### src/rtl/pipe_stage_reg_if.sv
// Bundle of the handshake, datapath and debug-counter signals around one pipe_stage_reg.
// The slave modport is the stage itself; the master modport is its surrounding environment.
interface pipe_stage_reg_if #(
  parameter int XLEN   = 32,
  parameter int ILEN   = 32,
  parameter int META_W = 8,
  parameter int CNT_W  = 16
) ();

  logic              in_valid;
  logic              in_ready;
  logic [XLEN-1:0]   in_pc;
  logic [ILEN-1:0]   in_inst;
  logic [META_W-1:0] in_meta;
  logic              flush;
  logic              out_valid;
  logic              out_ready;
  logic [XLEN-1:0]   out_pc;
  logic [ILEN-1:0]   out_inst;
  logic [META_W-1:0] out_meta;
  logic              cnt_clr;
  logic [CNT_W-1:0]  stall_cnt;

  modport master (
    output in_valid, in_pc, in_inst, in_meta, flush, out_ready, cnt_clr,
    input  in_ready, out_valid, out_pc, out_inst, out_meta, stall_cnt
  );

  modport slave (
    input  in_valid, in_pc, in_inst, in_meta, flush, out_ready, cnt_clr,
    output in_ready, out_valid, out_pc, out_inst, out_meta, stall_cnt
  );

endinterface

### src/rtl/pipe_stage_reg.sv
// Handshaked pipeline stage register (PC/instruction/metadata) with flush-to-NOP and a stall counter.
// Define PIPE_STAGE_SKID_EN to build a one-entry skid buffer and a registered in_ready.
module pipe_stage_reg #(
  parameter int              XLEN     = 32,
  parameter int              ILEN     = 32,
  parameter int              META_W   = 8,
  parameter logic [ILEN-1:0] NOP_INST = ILEN'(32'h00000013),
  parameter int              CNT_W    = 16
) (
  input logic            clk,
  input logic            rst,
  pipe_stage_reg_if.slave bus
);

  logic              w_in_ready;
  logic              w_accept;
  logic              w_consume;

  logic              r_valid;
  logic [XLEN-1:0]   r_pc;
  logic [ILEN-1:0]   r_inst;
  logic [META_W-1:0] r_meta;
  logic              w_valid_d;
  logic [XLEN-1:0]   w_pc_d;
  logic [ILEN-1:0]   w_inst_d;
  logic [META_W-1:0] w_meta_d;

  logic [CNT_W-1:0]  r_stall_cnt;

  assign w_accept  = bus.in_valid & w_in_ready;
  assign w_consume = r_valid & bus.out_ready;

`ifndef PIPE_STAGE_SKID_EN

  // Ready whenever the main register is free or being drained; flush always swallows the input.
  assign w_in_ready = bus.flush | ~r_valid | bus.out_ready;

  always_comb begin
    w_valid_d = r_valid;
    w_pc_d    = r_pc;
    w_inst_d  = r_inst;
    w_meta_d  = r_meta;
    if (bus.flush) begin
      w_valid_d = 1'b0;
      w_pc_d    = '0;
      w_inst_d  = NOP_INST;
      w_meta_d  = '0;
    end else if (w_accept) begin
      w_valid_d = 1'b1;
      w_pc_d    = bus.in_pc;
      w_inst_d  = bus.in_inst;
      w_meta_d  = bus.in_meta;
    end else if (w_consume) begin
      w_valid_d = 1'b0;
      w_inst_d  = NOP_INST;
    end
  end

`else

  logic              r_skid_valid;
  logic [XLEN-1:0]   r_skid_pc;
  logic [ILEN-1:0]   r_skid_inst;
  logic [META_W-1:0] r_skid_meta;
  logic              w_skid_valid_d;
  logic [XLEN-1:0]   w_skid_pc_d;
  logic [ILEN-1:0]   w_skid_inst_d;
  logic [META_W-1:0] w_skid_meta_d;
  logic              r_in_ready;

  assign w_in_ready = r_in_ready;

  always_comb begin
    w_valid_d      = r_valid;
    w_pc_d         = r_pc;
    w_inst_d       = r_inst;
    w_meta_d       = r_meta;
    w_skid_valid_d = r_skid_valid;
    w_skid_pc_d    = r_skid_pc;
    w_skid_inst_d  = r_skid_inst;
    w_skid_meta_d  = r_skid_meta;
    if (bus.flush) begin
      w_valid_d      = 1'b0;
      w_pc_d         = '0;
      w_inst_d       = NOP_INST;
      w_meta_d       = '0;
      w_skid_valid_d = 1'b0;
    end else if (!r_valid || w_consume) begin
      // Main register frees up: the older skid beat always goes first to keep ordering.
      if (r_skid_valid) begin
        w_valid_d = 1'b1;
        w_pc_d    = r_skid_pc;
        w_inst_d  = r_skid_inst;
        w_meta_d  = r_skid_meta;
        if (w_accept) begin
          w_skid_pc_d   = bus.in_pc;
          w_skid_inst_d = bus.in_inst;
          w_skid_meta_d = bus.in_meta;
        end else begin
          w_skid_valid_d = 1'b0;
        end
      end else if (w_accept) begin
        w_valid_d = 1'b1;
        w_pc_d    = bus.in_pc;
        w_inst_d  = bus.in_inst;
        w_meta_d  = bus.in_meta;
      end else if (w_consume) begin
        w_valid_d = 1'b0;
        w_inst_d  = NOP_INST;
      end
    end else if (w_accept) begin
      w_skid_valid_d = 1'b1;
      w_skid_pc_d    = bus.in_pc;
      w_skid_inst_d  = bus.in_inst;
      w_skid_meta_d  = bus.in_meta;
    end
  end

  // in_ready is the registered inverse of the next skid state, so it never depends on out_ready.
  always_ff @(posedge clk or posedge rst) begin
    if (rst) begin
      r_skid_valid <= 1'b0;
      r_skid_pc    <= '0;
      r_skid_inst  <= NOP_INST;
      r_skid_meta  <= '0;
      r_in_ready   <= 1'b1;
    end else begin
      r_skid_valid <= w_skid_valid_d;
      r_skid_pc    <= w_skid_pc_d;
      r_skid_inst  <= w_skid_inst_d;
      r_skid_meta  <= w_skid_meta_d;
      r_in_ready   <= ~w_skid_valid_d;
    end
  end

`endif

  always_ff @(posedge clk or posedge rst) begin
    if (rst) begin
      r_valid <= 1'b0;
      r_pc    <= '0;
      r_inst  <= NOP_INST;
      r_meta  <= '0;
    end else begin
      r_valid <= w_valid_d;
      r_pc    <= w_pc_d;
      r_inst  <= w_inst_d;
      r_meta  <= w_meta_d;
    end
  end

  // Counts back-pressured cycles; a flush cycle is not a stall, clear wins over increment.
  always_ff @(posedge clk or posedge rst) begin
    if (rst) begin
      r_stall_cnt <= '0;
    end else if (bus.cnt_clr) begin
      r_stall_cnt <= '0;
    end else if (r_valid && !bus.out_ready && !bus.flush && !(&r_stall_cnt)) begin
      r_stall_cnt <= r_stall_cnt + 1'b1;
    end
  end

  assign bus.in_ready  = w_in_ready;
  assign bus.out_valid = r_valid;
  assign bus.out_pc    = r_pc;
  assign bus.out_inst  = r_inst;
  assign bus.out_meta  = r_meta;
  assign bus.stall_cnt = r_stall_cnt;

endmodule

### src/flat_wrapper.sv
// flat-port wrapper written by rule: the top's interface ports become plain ports
module pipe_stage_reg_flat 
#(
  parameter int              XLEN     = 32,
  parameter int              ILEN     = 32,
  parameter int              META_W   = 8,
  parameter logic [ILEN-1:0] NOP_INST = ILEN'(32'h00000013),
  parameter int              CNT_W    = 16
)
  (clk, rst, bus_in_valid, bus_in_pc, bus_in_inst, bus_in_meta, bus_flush, bus_out_ready, bus_cnt_clr, bus_in_ready, bus_out_valid, bus_out_pc, bus_out_inst, bus_out_meta, bus_stall_cnt);
  pipe_stage_reg_if #(.XLEN(XLEN), .ILEN(ILEN), .META_W(META_W), .CNT_W(CNT_W)) bus_i ();
  input logic clk;
  input logic rst;
  input wire logic [$bits(bus_i.in_valid)-1:0] bus_in_valid;
  input wire logic [$bits(bus_i.in_pc)-1:0] bus_in_pc;
  input wire logic [$bits(bus_i.in_inst)-1:0] bus_in_inst;
  input wire logic [$bits(bus_i.in_meta)-1:0] bus_in_meta;
  input wire logic [$bits(bus_i.flush)-1:0] bus_flush;
  input wire logic [$bits(bus_i.out_ready)-1:0] bus_out_ready;
  input wire logic [$bits(bus_i.cnt_clr)-1:0] bus_cnt_clr;
  output wire logic [$bits(bus_i.in_ready)-1:0] bus_in_ready;
  output wire logic [$bits(bus_i.out_valid)-1:0] bus_out_valid;
  output wire logic [$bits(bus_i.out_pc)-1:0] bus_out_pc;
  output wire logic [$bits(bus_i.out_inst)-1:0] bus_out_inst;
  output wire logic [$bits(bus_i.out_meta)-1:0] bus_out_meta;
  output wire logic [$bits(bus_i.stall_cnt)-1:0] bus_stall_cnt;
  assign bus_i.in_valid = bus_in_valid;
  assign bus_i.in_pc = bus_in_pc;
  assign bus_i.in_inst = bus_in_inst;
  assign bus_i.in_meta = bus_in_meta;
  assign bus_i.flush = bus_flush;
  assign bus_i.out_ready = bus_out_ready;
  assign bus_i.cnt_clr = bus_cnt_clr;
  assign bus_in_ready = bus_i.in_ready;
  assign bus_out_valid = bus_i.out_valid;
  assign bus_out_pc = bus_i.out_pc;
  assign bus_out_inst = bus_i.out_inst;
  assign bus_out_meta = bus_i.out_meta;
  assign bus_stall_cnt = bus_i.stall_cnt;
  pipe_stage_reg #(.XLEN(XLEN), .ILEN(ILEN), .META_W(META_W), .NOP_INST(NOP_INST), .CNT_W(CNT_W)) u_core (.clk(clk), .rst(rst), .bus(bus_i));
endmodule
### config.mk
export PLATFORM = sky130hd
export DESIGN_NAME = pipe_stage_reg_flat
export DESIGN_NICKNAME = d
export VERILOG_FILES = /design/src/rtl/pipe_stage_reg_if.sv /design/src/rtl/pipe_stage_reg.sv /design/src/flat_wrapper.sv
export SDC_FILE = /design/constraint.sdc
export NUM_CORES = 1
export LEC_CHECK = 0
export BUFFER_PORTS_ARGS = -buffer_cell sky130_fd_sc_hd__buf_2
export CAP_MARGIN = 20
export CORE_MARGIN = 3
export CORE_UTILIZATION = 27
export DETAILED_ROUTE_END_ITERATION = 10
export GPL_TIMING_DRIVEN = 0
export SKIP_LAST_GASP = 1
export SYNTH_ARGS = -nofsm -noshare
export SYNTH_HDL_FRONTEND = slang
export SYNTH_SLANG_ARGS = --single-unit
### constraint.sdc
create_clock -name clk -period 6.15 [get_ports clk]
set_clock_uncertainty 0.15 [all_clocks]
set_input_delay 1.23 -clock clk [delete_from_list [all_inputs] [get_ports clk]]
set_output_delay 1.23 -clock clk [all_outputs]
set_load 0.01 [all_outputs]
Word level (Yosys, flattened, before mapping)
Cells that the tools add are included.

Register bits: 89. Bits in latches: 0. Memory bits (writable): 0. ROM bits: 0. Output and inout port bits: 90. Memories: 0.

Add/subtract/negate cells: 1. Multipliers: 0. Div/mod/pow operators: 0. Order comparisons: 0. Eq/ne operators: 0. Shifts and indexed selects: 0. Muxes and demuxes: 12. Bitwise gates (word level): 5. Reductions and logical operators: 10.

Operators by type and width (number): $mux 32 (5); $mux 16 (2); $add 16x1->16 const B (1); $mux 8 (2); $reduce_and 16->1 (1); $reduce_bool 2->1 (2); $logic_and 1x1->1 (3); $logic_not 1->1 (3); $mux 1 (3); $reduce_bool 3->1 (1); $and 1x1->1 (2); $or 1x1->1 (2); $not 1->1 (1).

Logic depth before layout (Yosys ltp)
Depth after elaboration: 6. Gate-level depth with buffers: 6. Mapped depth without buffers: 5.

Worst setup path after synthesis
Ideal clock, no wire load.

Path kind: input -> output. Start: input port bus_flush. End: output port bus_in_ready. Arrival time: 1737 ps. Required time: 4770 ps. Path slack: 3033 ps. Stages: 3. Buffers on the path: 1. Path through: nor3b_4 -> inv_2 -> clkbuf_1.

Cells in the longest elaborated chain, start to end: 2.

RTL lines: start: declaration (line flat_wrapper.sv:18) `input wire logic [$bits(bus_i.flush)-1:0] bus_flush;`; $or 1x1->1 (2 in series) (line pipe_stage_reg.sv:36) `assign w_in_ready = bus.flush | ~r_valid | bus.out_ready;`; end: declaration (line flat_wrapper.sv:21) `output wire logic [$bits(bus_i.in_ready)-1:0] bus_in_ready;`.

No other way between the ends.

Worst setup path in the final report
Ends and elaborated chain as after synthesis.

==> run metrics <==
via count of the first global-routing pass=3071; antenna violations before repair=0; count of filler cells inserted in the layout=around 1.3k; static leakage power=roughly 2.5 nW; PnR Total Power=1.280 mW; CTS tree=yes; initial cell density of the core=0.2830; Hold-fix buffers, CTS=0; XOR/XNOR Fraction of Synth Area=0.002513; status=finished clean; number of warning messages in the yosys log=0; number of sinks handled by clock tree synthesis=89; routed vias/inst=4.758; number of core rows=40; number of maximum-capacitance violations=0; Post-Synth Simple-Gate Area=0.09120; Total Routing Usage GR=0.1383; io pins=168; y dimension of the die=119.6 um; cells resized by post-CTS repair=0; fraction of the mapped netlist area in adder cells=0.003591; final period demand of the worst path=roughly 3.6 ns; H-Tree Depth=3; maximum fanout encountered on the critical timing path=10; Slew headroom=0.5625; fraction of registers with async set/reset=1.000; antenna diode count=0; number of setup buffers added after CTS=0; number of nets in the final layout=approximately 530; critical path endpoint category=primary output; EDFF count, synth=0; sequential cell area=approximately 2200 um^2; unrepaired setup endpoints after global routing=false; share of cells above drive strength 1=0.4172; total detailed-routing wirelength=roughly 9800 um; worst setup timing slack at the placement stage=2.459 ns; Internal Power=between 0.9 and 1 mW; peak ir drop on the vdd network=0.1350 mV; Setup Viol. Count Final=0; RD Place Congestion=0.7636; proportion of synthesized area in mux cells=0.006104; required time of the critical path=between 4 and 5 ns; share of total power in the clock network=0.392; grt ovf=0; clock insertion delay at the later pin of the skew report=approximately 0.34 ns; cell at the slowest stage of the critical path=nor3b_4; total number of vias=slightly below 3k; core area=12310 um^2; sequential share of power=0.495; final cell utilization of the core=0.3929; DRC violation count after routing=0; most used flip-flop cell after synthesis=dfrtp_1; Switch Pwr=between 0.3 and 0.4 mW; critical-path cell list=buf_2 > nor3b_4 > inv_2 > clkbuf_1 > buf_2; clock transition time at the flip-flop clock pins of the worst setup and hold paths=approximately 0.06 ns; Routed Antenna Nets=0; gate count of the mapped netlist=269; CP Data Arrival Time=approximately 2.2 ns; total half-perimeter wirelength after legalization and detailed placement=around 7300 um; Mapped Avg Cell Area=12.95 um^2; worst hold path class=flip-flop to flip-flop; cell area after placement=~4600 um^2; synthesized netlist net count=between 300 and 400; die extent in x=approximately 120 um; switching part of the total power=0.2393; slew at the pin closest to its max-slew limit=approximately 0.66 ns; area of the multi-input gates=around 1200 um^2; setup TNS=0 ns; area enclosed by the die boundary=between 10000 and 15000 um^2; count of port buffers added during placement=between 150 and 200; critical path launch point type=primary input; combinational cell fraction of total power=0.113; cell area after technology mapping=between 3000 and 4000 um^2; Bufs on Longest Clock Path=2; number of buffers created by CTS=9; power per standard cell area=about 260 nW/um^2; combinational family with the most area after synthesis=compound AO/OA/AOI/OAI gates; CP peak stage delay=around 0.29 ns; growth of design area from synthesis to finish=38.82%; max frequency=277.2 MHz; root cell of the clock tree=clkbuf_16; CP dominant cell by count=buf_2; First DRT Iteration DRCs=about 100; wire length of the first global-routing pass=between 15000 and 20000 um; count of final hold-check violations=0; max-slew violation count=0; crit path setup slack, layout=approximately 2.5 ns; first-pass iteration count of the detailed router=4; Yosys cell types=35; post-route cell area=4837 um^2; sequential cell area fraction in the yosys report=0.6402; Setup CP Type=primary input to primary output; largest net degree at the start of global routing=48; Compound-Gate Fraction of Synth Area=0.2316; fin crit share=0.5865; Seq cells post-synth=between 80 and 90; Avg WL per Cell=between 15 and 20 um
critical path: cells and delay by family:
family                 cells  cell delay [ns]
AND/OR/NAND/NOR            1             0.29
buffers and inverters      4             0.70
sequential cells by signal, indices dropped and copies added (netlist names):
name                  cells
u_core.bus.stall_cnt     16
u_core.bus.out_pc        32
u_core.bus.out_valid      1
u_core.bus.out_meta       8
u_core.bus.out_inst      32
cells in the final DEF, fill, tap and decap left out, types with 3 or more instances in the layout:
cell type and instances:
nand2_1 9, clkbuf_16 9, nand3_1 8, o22a_1 3, a22o_1 69, a21oi_1 13, buf_2 167, nand4_1 4
o21ai_0 5, or3_1 3, nor4_1 3, nor2_1 3, dfrtp_1 86, or4_1 9, dfstp_2 3, clkbuf_1 21
o31ai_1 8
power by group through the flow:
stage	clock network (mW)	logic [mW]	registers [mW]
finish	0.502	0.145	0.634
global route	0.549	0.160	0.637
CTS	0.519	0.148	0.634
detailed placement	0	0.148	0.643
global placement	0	0.143	0.643
floorplan	0	0.0548	0.657
synthesized netlist by cell type (2+ instances only):
cell type   n  area [um^2]
dfrtp_1    86         2152
a22o_1     69        604.3
clkbuf_1   18        67.56
a21oi_1    13        65.06
nand2_1     9        33.78
or4_1       9        67.56
nand3_1     8        40.04
o31ai_1     8        60.06
o21ai_0     5        25.02
nand4_1     4        25.02
dfstp_2     3        78.83
inv_1       3        11.26
nor2_1      3        11.26
nor4_1      3        18.77
o22a_1      3        26.28
or3_1       3        18.77
and2_1      2        12.51
and3_1      2        12.51
nand3b_1    2        15.01
logic make-up after synthesis:
kind of cell	Yosys count
simple gates	52
flops	89
buf+inv	23
compound gates	101
xor+xnor	1
fa+ha+maj	1
mux	2
metrics by stage:
step	cells	hold WS, ns
after global placement	603	0.3294
after global routing	621	0.3614
after detailed placement	606	0.3319
after floorplan	269	0.3708
final	621	0.3425
after CTS	620	0.3485
final timing paths:
check / from / to / slack, ns / depth (start not counted)
max in group asynchronous: rst / u_core.bus.out_inst[0]$_DFFE_PP1P_ / 4.38 / 3
setup reg to reg: u_core.bus.out_valid$_DFFE_PP0P_ / u_core.bus.out_pc[9]$_DFFE_PP0P_ / 3.45 / 6
hold reg to reg: u_core.bus.out_inst[21]$_DFFE_PP0P_ / u_core.bus.out_inst[21]$_DFFE_PP0P_ / 0.34 / 1
min in group asynchronous: rst / u_core.bus.out_inst[14]$_DFFE_PP0P_ / 0.80 / 2
hold / removal: u_core.bus.out_inst[21]$_DFFE_PP0P_ / u_core.bus.out_inst[21]$_DFFE_PP0P_ / 0.34 / 1
setup / recovery: bus_flush / bus_in_ready / 2.54 / 5
layout make-up:
class / count / area share
inverters: 4 / 0.003621
clock buffers: 14 / 0.05458
repair buffers: 170 / 0.1811
well taps: 168 / 0.04346
multi-input cells: 157 / 0.2413
plain buffers: 19 / 0.01474
flip-flops and latches: 89 / 0.4612
metal layers:
metal / vias up / part of all wire / GRT usage
li1: 1402 / - / -
met1: 1421 / 0.44 / 0.1814
met2: 118 / 0.47 / 0.2133
met3: 14 / 0.067 / 0.03770
met4: 0 / 0.022 / 0.06299
met5: - / 0 / 0
Note: power is estimated with default switching activity, not from simulation.
